File: src/rtl/cdc_pkg.sv
// Shared state encoding for the toggle req/ack CDC handshake blocks.
package cdc_pkg;

  localparam logic [1:0] ENC_IDLE  = 2'b00;
  localparam logic [1:0] ENC_SETUP = 2'b01;
  localparam logic [1:0] ENC_WAIT  = 2'b10;

  // Prefixed so the SETUP literal cannot collide with the SETUP parameter of importers.
  typedef enum logic [1:0] {
    S_IDLE  = ENC_IDLE,
    S_SETUP = ENC_SETUP,
    S_WAIT  = ENC_WAIT
  } state_t;

endpackage

File: src/rtl/sync2pa.sv
// Two-flop synchronizer, async active-low reset to R; 2-cycle latency, no backpressure.
module sync2pa #(
  parameter bit R = 1'b0
) (
  input  logic clk,
  input  logic rst_n,
  input  logic d,
  output logic q
);

  logic meta;

  always_ff @(posedge clk or negedge rst_n) begin
    if (!rst_n) begin
      meta <= R;
      q    <= R;
    end else begin
      meta <= d;
      q    <= meta;
    end
  end

endmodule

File: src/rtl/cdc_hs_tx.sv
// Toggle-handshake CDC source: req toggles SETUP cycles after accept, done ~3 cycles after ack.
// Backpressure: in_ready stays low from accept until done; one word in flight at a time.
module cdc_hs_tx
  import cdc_pkg::*;
#(
  parameter int W       = 8,
  parameter int SETUP   = 2,
  parameter int TIMEOUT = 0
) (
  input  logic         clk,
  input  logic         rst_n,
  input  logic         in_valid,
  input  logic [W-1:0] in_data,
  output logic         in_ready,
  output logic [W-1:0] tx_data,
  output logic         tx_req,
  input  logic         tx_ack,
  output logic         done,
  output logic         err,
  input  logic         err_clr
);

  localparam int CNT_W = $clog2(SETUP + 1);
  localparam int TMO_W = (TIMEOUT > 0) ? $clog2(TIMEOUT + 1) : 1;
  localparam logic [CNT_W-1:0] CNT_LAST = CNT_W'(SETUP - 1);
  localparam logic [TMO_W-1:0] TMO_LAST = TMO_W'((TIMEOUT > 0) ? TIMEOUT - 1 : 0);
  localparam bit TMO_EN = (TIMEOUT > 0);

  state_t           state;
  logic [CNT_W-1:0] cnt;
  logic [TMO_W-1:0] tmo;
  logic             ack_s;
  logic             match;
  logic             proto_err;
  logic             tmo_err;

  sync2pa #(.R(1'b0)) u_ack_sync (
    .clk   (clk),
    .rst_n (rst_n),
    .d     (tx_ack),
    .q     (ack_s)
  );

  assign match     = (ack_s == tx_req);
  // Outside WAIT the levels must agree; a mismatch means the far side toggled on its own.
  assign proto_err = (state != S_WAIT) && !match;
  assign tmo_err   = TMO_EN && (state == S_WAIT) && !match && (tmo == TMO_LAST);

  always_ff @(posedge clk or negedge rst_n) begin
    if (!rst_n) begin
      state    <= S_IDLE;
      in_ready <= 1'b0;
      tx_data  <= '0;
      tx_req   <= 1'b0;
      done     <= 1'b0;
      err      <= 1'b0;
      cnt      <= '0;
      tmo      <= '0;
    end else begin
      done <= 1'b0;
      if (err_clr)
        err <= 1'b0;
      else if (proto_err || tmo_err)
        err <= 1'b1;

      case (state)
        S_IDLE: begin
          if (in_valid && in_ready) begin
            tx_data  <= in_data;
            in_ready <= 1'b0;
            cnt      <= '0;
            state    <= S_SETUP;
          end else begin
            in_ready <= 1'b1;
          end
        end
        S_SETUP: begin
          cnt <= cnt + 1'b1;
          if (cnt == CNT_LAST) begin
            tx_req <= ~tx_req;
            tmo    <= '0;
            state  <= S_WAIT;
          end
        end
        S_WAIT: begin
          // Timeout only flags; the word stays on tx_data until the ack arrives.
          if (match) begin
            done     <= 1'b1;
            in_ready <= 1'b1;
            state    <= S_IDLE;
          end else if (tmo != '1) begin
            tmo <= tmo + 1'b1;
          end
        end
        default: state <= S_IDLE;
      endcase
    end
  end

endmodule

File: config.mk
export PLATFORM = sky130hd
export DESIGN_NAME = cdc_hs_tx
export DESIGN_NICKNAME = d
export VERILOG_FILES = /design/src/rtl/cdc_pkg.sv /design/src/rtl/sync2pa.sv /design/src/rtl/cdc_hs_tx.sv
export SDC_FILE = /design/constraint.sdc
export NUM_CORES = 1
export LEC_CHECK = 0
export CAP_MARGIN = 10
export CORE_MARGIN = 2
export CORE_UTILIZATION = 40
export CTS_CLUSTER_DIAMETER = 150
export DETAILED_ROUTE_END_ITERATION = 8
export GPL_ROUTABILITY_DRIVEN = 1
export PLACE_DENSITY = 0.74
export SYNTH_ARGS = -nofsm -noshare
export SYNTH_HDL_FRONTEND = slang
export SYNTH_SLANG_ARGS = --single-unit
export TNS_END_PERCENT = 5
File: constraint.sdc
create_clock -name clk -period 4.2 [get_ports clk]
set_input_delay 1.05 -clock clk [delete_from_list [all_inputs] [get_ports clk]]
set_output_delay 1.05 -clock clk [all_outputs]
set_load 0.02 [all_outputs]
* Yosys cells after proc, flatten, opt, wreduce, memory -nomap -nowiden
Cells that the tools add are included.
W data, S select, Z words.
** Cells by class
- Add/sub/neg operators :: 1
- Multipliers :: 0
- Divide/modulo/power cells :: 0
- Magnitude comparators :: 0
- Eq/ne operators :: 8
- Shift operators :: 0
- Multiplexer cells :: 13
- Bitwise gates (word level) :: 1
- Reductions and logical operators :: 12
** Operators by type and width (count)
- $mux W2 :: 4
- $ne A2 B2 Y1 const B :: 4
- $reduce_and A2 Y1 :: 4
- $mux W1 :: 6
- $pmux W2 S3 :: 1
- $reduce_bool A2 Y1 :: 3
- $eq A2 B1 Y1 const B :: 2
- $pmux W2 S2 :: 1
- $reduce_and A3 Y1 :: 1
- $add A2 B1 Y2 const B :: 1
- $eq A2 B2 Y1 const B :: 1
- $logic_and A1 B1 Y1 :: 2
- $logic_not A2 Y1 :: 1
- $pmux W1 S2 :: 1
- $eq A1 B1 Y1 :: 1
- $logic_not A1 Y1 :: 1
- $not A1 Y1 :: 1
** Word-level totals
- Register bits after elaboration :: 18
- Latch bits :: 0
- Memory bits (writable) :: 0
- Bits in read-only memories :: 0
- Input bits :: 13
- Output and inout bits :: 12
- Word-level logic and storage cells :: 44
- Memories :: 0

* Depth between registers and ports, before layout
Gate-level depths: netlist of run 1.
- Word-level depth :: 5
- Gate-level depth with buffers :: 4
- Depth with buffers taken out :: 4

* Cells and area by module
A second synthesis of run 1 with hierarchy kept.
** Second synthesis, totals
- Cell total of the unflattened synthesis :: 53
- Area total of the unflattened synthesis :: 739.5 sq um
** Modules (own cells, without submodules)
- cdc_hs_tx :: times used 1, cells each 51, area each 689.4 sq um, seq. area each 400.4 sq um
- sync2pa :: times used 1, cells each 2, area each 50.0 sq um, seq. area each 50.0 sq um

* Least setup slack after synthesis of run 1
OpenSTA, ideal clock, no wires.
- Path type :: input to register
- From :: in in_valid
- To :: reg tx_data[0]
- Setup time :: 0.125 ns
- Arrival :: 1.733 ns
- Data required time :: 4.075 ns
- Slack :: 2.342 ns
- Stages :: 3
- Path buffers :: 1
- Cells stage by stage :: nor4bb_2 buf_4 mux2_2
** On the way
- Cells in the longest elaborated chain, start to end :: 2
** RTL lines
- start: declaration :: RTL line cdc_hs_tx.sv:12 : input logic in_valid,
- $logic_and A1 B1 Y1 :: RTL line cdc_hs_tx.sv:68 : if (in_valid && in_ready) begin
- $reduce_and A2 Y1 (no line)
- end signal: assignment :: RTL line cdc_hs_tx.sv:69 : tx_data <= in_data;
- end: declaration :: RTL line cdc_hs_tx.sv:15 : output logic [W-1:0] tx_data,
No other way between the ends.
A chain may end at the register's enable or synchronous reset.

* Worst setup path in the final report of run 1
- From :: in in_valid
- To :: reg tx_data[4]
Same word-level chain as after synthesis.

==> results.py, run 1 <==
metrics = {
    "floorplan": {
        "ios": 25,
        "rows": 15,
        "dieArea_um2": 2200,
        "die_h_um": 46.9,
        "die-width_um": 46.9,
        "core_um2": 1730,
        "initial_core_util_pct": 42.6,
    },
    "layout": {
        "fill_cells": 148,
        "nets": 95,
        "stdcell_count": 104,
        "synthToLayoutAreaGrowth_pct": 38.9,
        "layout-drive-gt1-share_pct": 17.7,
        "largest_register_ff_count": 8,
        "regMostFlops": "tx_data",
        "antenna_cells": 0,
        "reg_top3": "tx_data x8, cnt x2, state x2",
    },
    "placement": {
        "gp_congestion": 0.688,
        "numPortBuffers": 24,
        "place_hpwl_um": 931,
        "dp_cells": 101,
    },
    "clock_network": {
        "cts_made_buffers": 3,
        "cts_tree": "yes",
        "cts_root_buf": "clkbuf_4",
        "clkSinkCount": 18,
        "postCtsSetupRepairBufs": 0,
        "clock_path_buffers": 2,
        "ctsResizeCount": 0,
        "cts_hold_buf": 0,
        "clkTransAtPathRegs_ps": 80,
        "htreeDepth": 1,
        "clk_latency_ps": 280,
    },
    "grt": {
        "grt_pass1_wl_um": 1980,
        "grt_pass1_vias": 461,
        "grt_max_degree": 19,
        "antenna_found_initial": 0,
        "grt_usage_pct": 13.5,
        "overflow": 0,
    },
    "yosys": {
        "yosysWarnings": 0,
        "postSynthAreaPerCell_um2": 13.9,
        "synth-seq-cells": 18,
        "yosys.cell_types.count": 22,
        "seq_area_frac_synth_pct": 61.2,
        "postSynthCellCount": 53,
        "synth_area_um2": 736,
        "syn_nets": 67,
    },
    "power_and_ir_drop": {
        "share_clk_of_total_power_pct": 10.3,
        "netSwitchingFraction_pct": 35.0,
        "leakage_nw": 0.434,
        "powerDensity_nw_per_um2": 740,
        "seqPwrFrac_pct": 41.1,
        "p_sw_mw": 0.265,
        "power.internal_mw": 0.491,
        "peakVddDrop_v": 0.000394,
        "pwr-share-comb_pct": 48.6,
    },
    "critical_path": {
        "crit_chain": "clkdlybuf4s50_1 -> nor4bb_2 -> mux2_2",
        "cp.required_ps": 4370,
        "end_kind": "register",
        "cp_num_buf_inv": 1,
        "critPathKind": "input pin to register",
        "worst-path-max-fanout": 9,
        "cp_slowest_stage_delay_ps": 800,
        "critPathArrivalTime_ps": 2770,
        "cp_top_family": "simple AND/OR/NAND/NOR gates",
        "cp_slowest_cell": "nor4bb_2",
        "crit_path_start_kind": "input pin",
    },
    "timing": {
        "finalHoldViolCount": 0,
        "setup_tns_ps": 0,
        "fin_crit_ps": 2600,
        "finalCritPeriodShare_pct": 62.0,
        "final_max_slew_viol_count": 0,
        "fmax_mhz": 384,
        "clock-skew-final_ps": 7.14,
        "slew_headroom_pct": 34.6,
        "rsz0062_at_grt": "false",
        "tightest_slew_ps": 967,
        "setup_viol": 0,
    },
    "routing": {
        "drtIter0Drc": 6,
        "drt-total-wl_um": 1220,
        "post_drt_wl_per_cell_um": 11.8,
        "drtPass1Iterations": 4,
        "drc": 0,
        "detail_route.vias_per_cell": 4.71,
        "ant_nets": 0,
        "vias": 490,
    },
    "worst_hold_path": {
        "min-delay-path-class": "register to register",
    },
    "run": {
        "max_cap_viol_count": 0,
    },
    "run_status": {
        "status": "complete, no violations",
    },
}
synth_stat cells, drive strengths merged:
cell / number / share of area [%]
xor2: 1 / 1.2
a2bb2oi: 1 / 1.2
mux2: 8 / 12
a311oi: 1 / 1.2
or3b: 1 / 1.2
nand3b: 2 / 2.0
buf: 1 / 1.0
ha: 1 / 1.7
nand2: 1 / 0.51
a21o: 1 / 1.0
dfrtp: 18 / 61
a21oi: 1 / 0.68
xnor2: 2 / 2.4
a31o: 1 / 1.2
nor4bb: 1 / 2.2
o211ai: 1 / 1.0
nor2: 1 / 0.51
nand2b: 2 / 1.7
o21ai: 1 / 0.68
inv: 3 / 1.5
and2b: 1 / 1.0
nor2b: 3 / 2.6
metal layers:
layer / up-vias / global-route usage [%] / share of wire (%)
li1: 235 / - / -
met1: 240 / 15.3 / 41
met2: 13 / 21.9 / 53
met3: 2 / 5.77 / 3.8
met4: 0 / 6.67 / 1.5
met5: - / 0 / 0
kinds of logic (layout without fill, tap and decap cells):
| family | count (synthesis) | in the layout | synth area share (%) |
|---|---|---|---|
| flip-flops | 18 | 18 | 61.2 |
| AND/OR/NAND/NOR | 12 | 12 | 11.7 |
| multiplexers | 8 | 8 | 12.2 |
| AO/OA/AOI/OAI | 7 | 7 | 6.97 |
| buffers and inverters | 4 | 30 | 2.55 |
| XOR/XNOR | 3 | 3 | 3.57 |
| adder cells (fa/ha/maj) | 1 | 1 | 1.70 |
through the flow:
stage               worst slack, ps  total power, mW  utilization, %  instance area [um^2]  hold WS [ps]
global placement               1270            0.676            57.9                  1000           345
detailed placement             1280            0.687            57.9                  1000           347
CTS                            1590            0.769            59.2                  1020           376
finish                         1600            0.756            59.2                  1020           366
floorplan                      2340            0.531               -                   736           331
global route                   1500            0.812            59.2                  1020           382
area by class of cell:
cell class,count,area (um^2),area share (%)
Sequential cell,18,450,44.1
Multi-Input combinational cell,31,267,26.1
Clock buffer,3,22.5,2.20
Tap cell,25,31.3,3.06
Timing Repair Buffer,24,240,23.5
Inverter,3,11.3,1.10
final timing paths:
check / from / endpoint / slack, ps / depth (start not counted)
setup / recovery: in_valid / tx_data[4] / 1600 / 3
hold / removal: u_ack_sync.meta / u_ack_sync.q / 370 / 0
setup reg to reg: state[0] / tx_data[4] / 2300 / 2
hold reg to reg: u_ack_sync.meta / u_ack_sync.q / 370 / 0
max in group asynchronous: rst_n / tx_data[1] / 2500 / 1
min in group asynchronous: rst_n / done / 1210 / 1
power by group through the flow:
stage                     logic (mW)  clock network (mW)  registers, mW
after global routing           0.400              0.0910          0.321
after floorplan                0.157                   0          0.374
final                          0.367              0.0783          0.311
after global placement         0.364                   0          0.312
after CTS                      0.373              0.0837          0.312
after detailed placement       0.372                   0          0.315
cell usage in the layout, fill, tap and decap left out, drive strengths merged, types with 2 or more instances in the layout:
cell           instances
clkdlybuf4s50         24
mux2                   8
inv                    3
clkbuf                 3
nand3b                 2
xnor2                  2
dfrtp                 18
nand2b                 2
nor2b                  3
Note: power is estimated with default switching activity, not from simulation.
==> run 2: changes to the inputs <==
Settings changed: CORE_UTILIZATION 40 to 39, PLACE_DENSITY 0.74 to 0.75.
Clock period 4.2 ns to 2.3 ns, I/O delays scaled along.
==> run 2 against run 1 <==
Net effect: register-to-register slack got worse by 1400 ps; critical endpoint is now tx_req; sequential cell count stayed put; critical path depth fell by 2; worst hold slack barely moved; clock-buffer cell count grew 1; first-iteration DRC count decreased by 50%; utilization up 1.0 points; sequential share of layout area shrank 1.2 points; wire length is 2.4% higher; global-route usage is 0.19 points higher.
==> results.py, run 2 (synthesis gave the netlist of run 1 again) <==
metrics = {
    "critical_path": {
        "critPathArrivalTime_ps": 1370,
        "cp_num_buf_inv": 1,
        "cp_slowest_cell": "clkdlybuf4s50_1",
        "critPathKind": "register to output pin",
        "worst-path-stages": 1,
        "cp.required_ps": 1730,
        "reg2reg_depth": 3,
        "cp_top_family": "buffers and inverters",
        "end_kind": "output pin",
        "crit_chain": "clkdlybuf4s50_1",
        "crit_path_start_kind": "register",
        "worst-path-max-fanout": 4,
        "cp_slowest_stage_delay_ps": 640,
    },
    "routing": {
        "post_drt_wl_per_cell_um": 11.7,
        "ant_nets": 0,
        "drc": 0,
        "drtIter0Drc": 3,
        "vias": 511,
        "drtPass1Iterations": 4,
        "detail_route.vias_per_cell": 4.78,
        "drt-total-wl_um": 1250,
    },
    "layout": {
        "mostFrequentLayoutCell": "clkdlybuf4s50_1",
        "synthToLayoutAreaGrowth_pct": 42.9,
        "reg_top3": "tx_data x8, cnt x2, state x2",
        "antenna_cells": 0,
        "fill_cells": 153,
        "largest_register_ff_count": 8,
        "post-route-util_pct": 60.2,
        "seq_area_um2": 450,
        "multi_input_area_um2": 267,
        "regMostFlops": "tx_data",
        "nets": 97,
        "design_area_um2": 1050,
        "layout-drive-gt1-share_pct": 20.7,
        "layout_common_cells": "24 x clkdlybuf4s50_1, 18 x dfrtp_1, 8 x mux2_2",
    },
    "worst_hold_path": {
        "min-delay-path-class": "register to register",
        "whs_path_depth": 0,
    },
    "placement": {
        "gp_congestion": 0.720,
        "post_dp_cell_area_um2": 1010,
        "place_hpwl_um": 940,
        "numPortBuffers": 24,
    },
    "timing": {
        "fin_crit_ps": 1950,
        "tightest_slew_ps": 272,
        "rsz0062_at_grt": "false",
        "fmax_mhz": 513,
        "setup_tns_ps": 0,
        "finalCritPeriodShare_pct": 84.8,
        "finalHoldViolCount": 0,
        "holdWs_ps": 366,
        "clock-skew-final_ps": 2.45,
        "setup_viol": 0,
        "final_max_slew_viol_count": 0,
        "slew_headroom_pct": 81.9,
    },
    "clock_network": {
        "cts_root_buf": "clkbuf_4",
        "clkTransAtPathRegs_ps": 100,
        "ctsResizeCount": 0,
        "clkSinkCount": 18,
        "cts_made_buffers": 3,
        "postCtsSetupRepairBufs": 0,
        "cts_hold_buf": 0,
        "cts_tree": "yes",
        "htreeDepth": 1,
        "clock_path_buffers": 2,
        "clk_latency_ps": 290,
    },
    "grt": {
        "use_met1_pct": 18.0,
        "overflow": 0,
        "use_met3_pct": 2.64,
        "grt_max_degree": 19,
        "use_met2_pct": 20.3,
        "grt_usage_pct": 13.7,
        "grt_pass1_wl_um": 2050,
        "top_usage_layer": "met2",
        "antenna_found_initial": 0,
        "grt_pass1_vias": 490,
    },
    "run": {
        "max_cap_viol_count": 0,
    },
    "run_status": {
        "status": "complete, no violations",
    },
    "floorplan": {
        "ios": 25,
        "rows": 15,
        "die_h_um": 47.4,
        "initial_core_util_pct": 42.2,
        "core_um2": 1750,
        "dieArea_um2": 2250,
        "die-width_um": 47.4,
    },
    "power_and_ir_drop": {
        "powerDensity_nw_per_um2": 1370,
        "leakage_nw": 0.452,
        "p_total_mw": 1.44,
        "peakVddDrop_v": 0.000590,
    },
}
## run 2: cell count changes in the layout (fill, tap and decap cells not counted)
cell	previous run	this run
buf_4	0	2
clkbuf_8	0	1
## run 2: metrics by stage
step | worst slack, ps | std cells
6_report | 350 | 107
5_1_grt | 292 | 107
4_1_cts | 335 | 107
3_5_place_dp | 326 | 103
3_3_place_gp | 345 | 103
2_1_floorplan | 871 | 53
## run 2: layout make-up
cell class / count / area share, %
Clock buffer: 4 / 3.45
Inverter: 3 / 1.07
Multi-Input combinational cell: 31 / 25.4
Sequential cell: 18 / 42.9
Tap cell: 25 / 2.98
Timing Repair Buffer: 26 / 24.3
## run 2: final timing paths
check | slack, ps | end | startpoint
hold / removal | 370 | u_ack_sync.q | u_ack_sync.meta
setup / recovery | 350 | tx_req | tx_req
max in group asynchronous | 1520 | tx_data[4] | rst_n
hold reg to reg | 370 | u_ack_sync.q | u_ack_sync.meta
setup reg to reg | 860 | tx_data[3] | state[0]
min in group asynchronous | 590 | tx_req | rst_n
## run 2: power breakdown
| group | switching, mW | leakage, nW | total (mW) | internal [mW] |
|---|---|---|---|---|
| combinational | 0.290 | 0.215 | 0.679 | 0.390 |
| sequential | 0.111 | 0.216 | 0.566 | 0.455 |
| clock | 0.0938 | 0.0210 | 0.190 | 0.0965 |
| total | 0.495 | 0.452 | 1.44 | 0.941 |
## run 2: metal layers
metal / part of all wire, % / vias to the layer above
met5: 0 / -
met4: 3.3 / 0
met3: 5.5 / 5
met2: 47 / 20
met1: 44 / 243
li1: - / 243
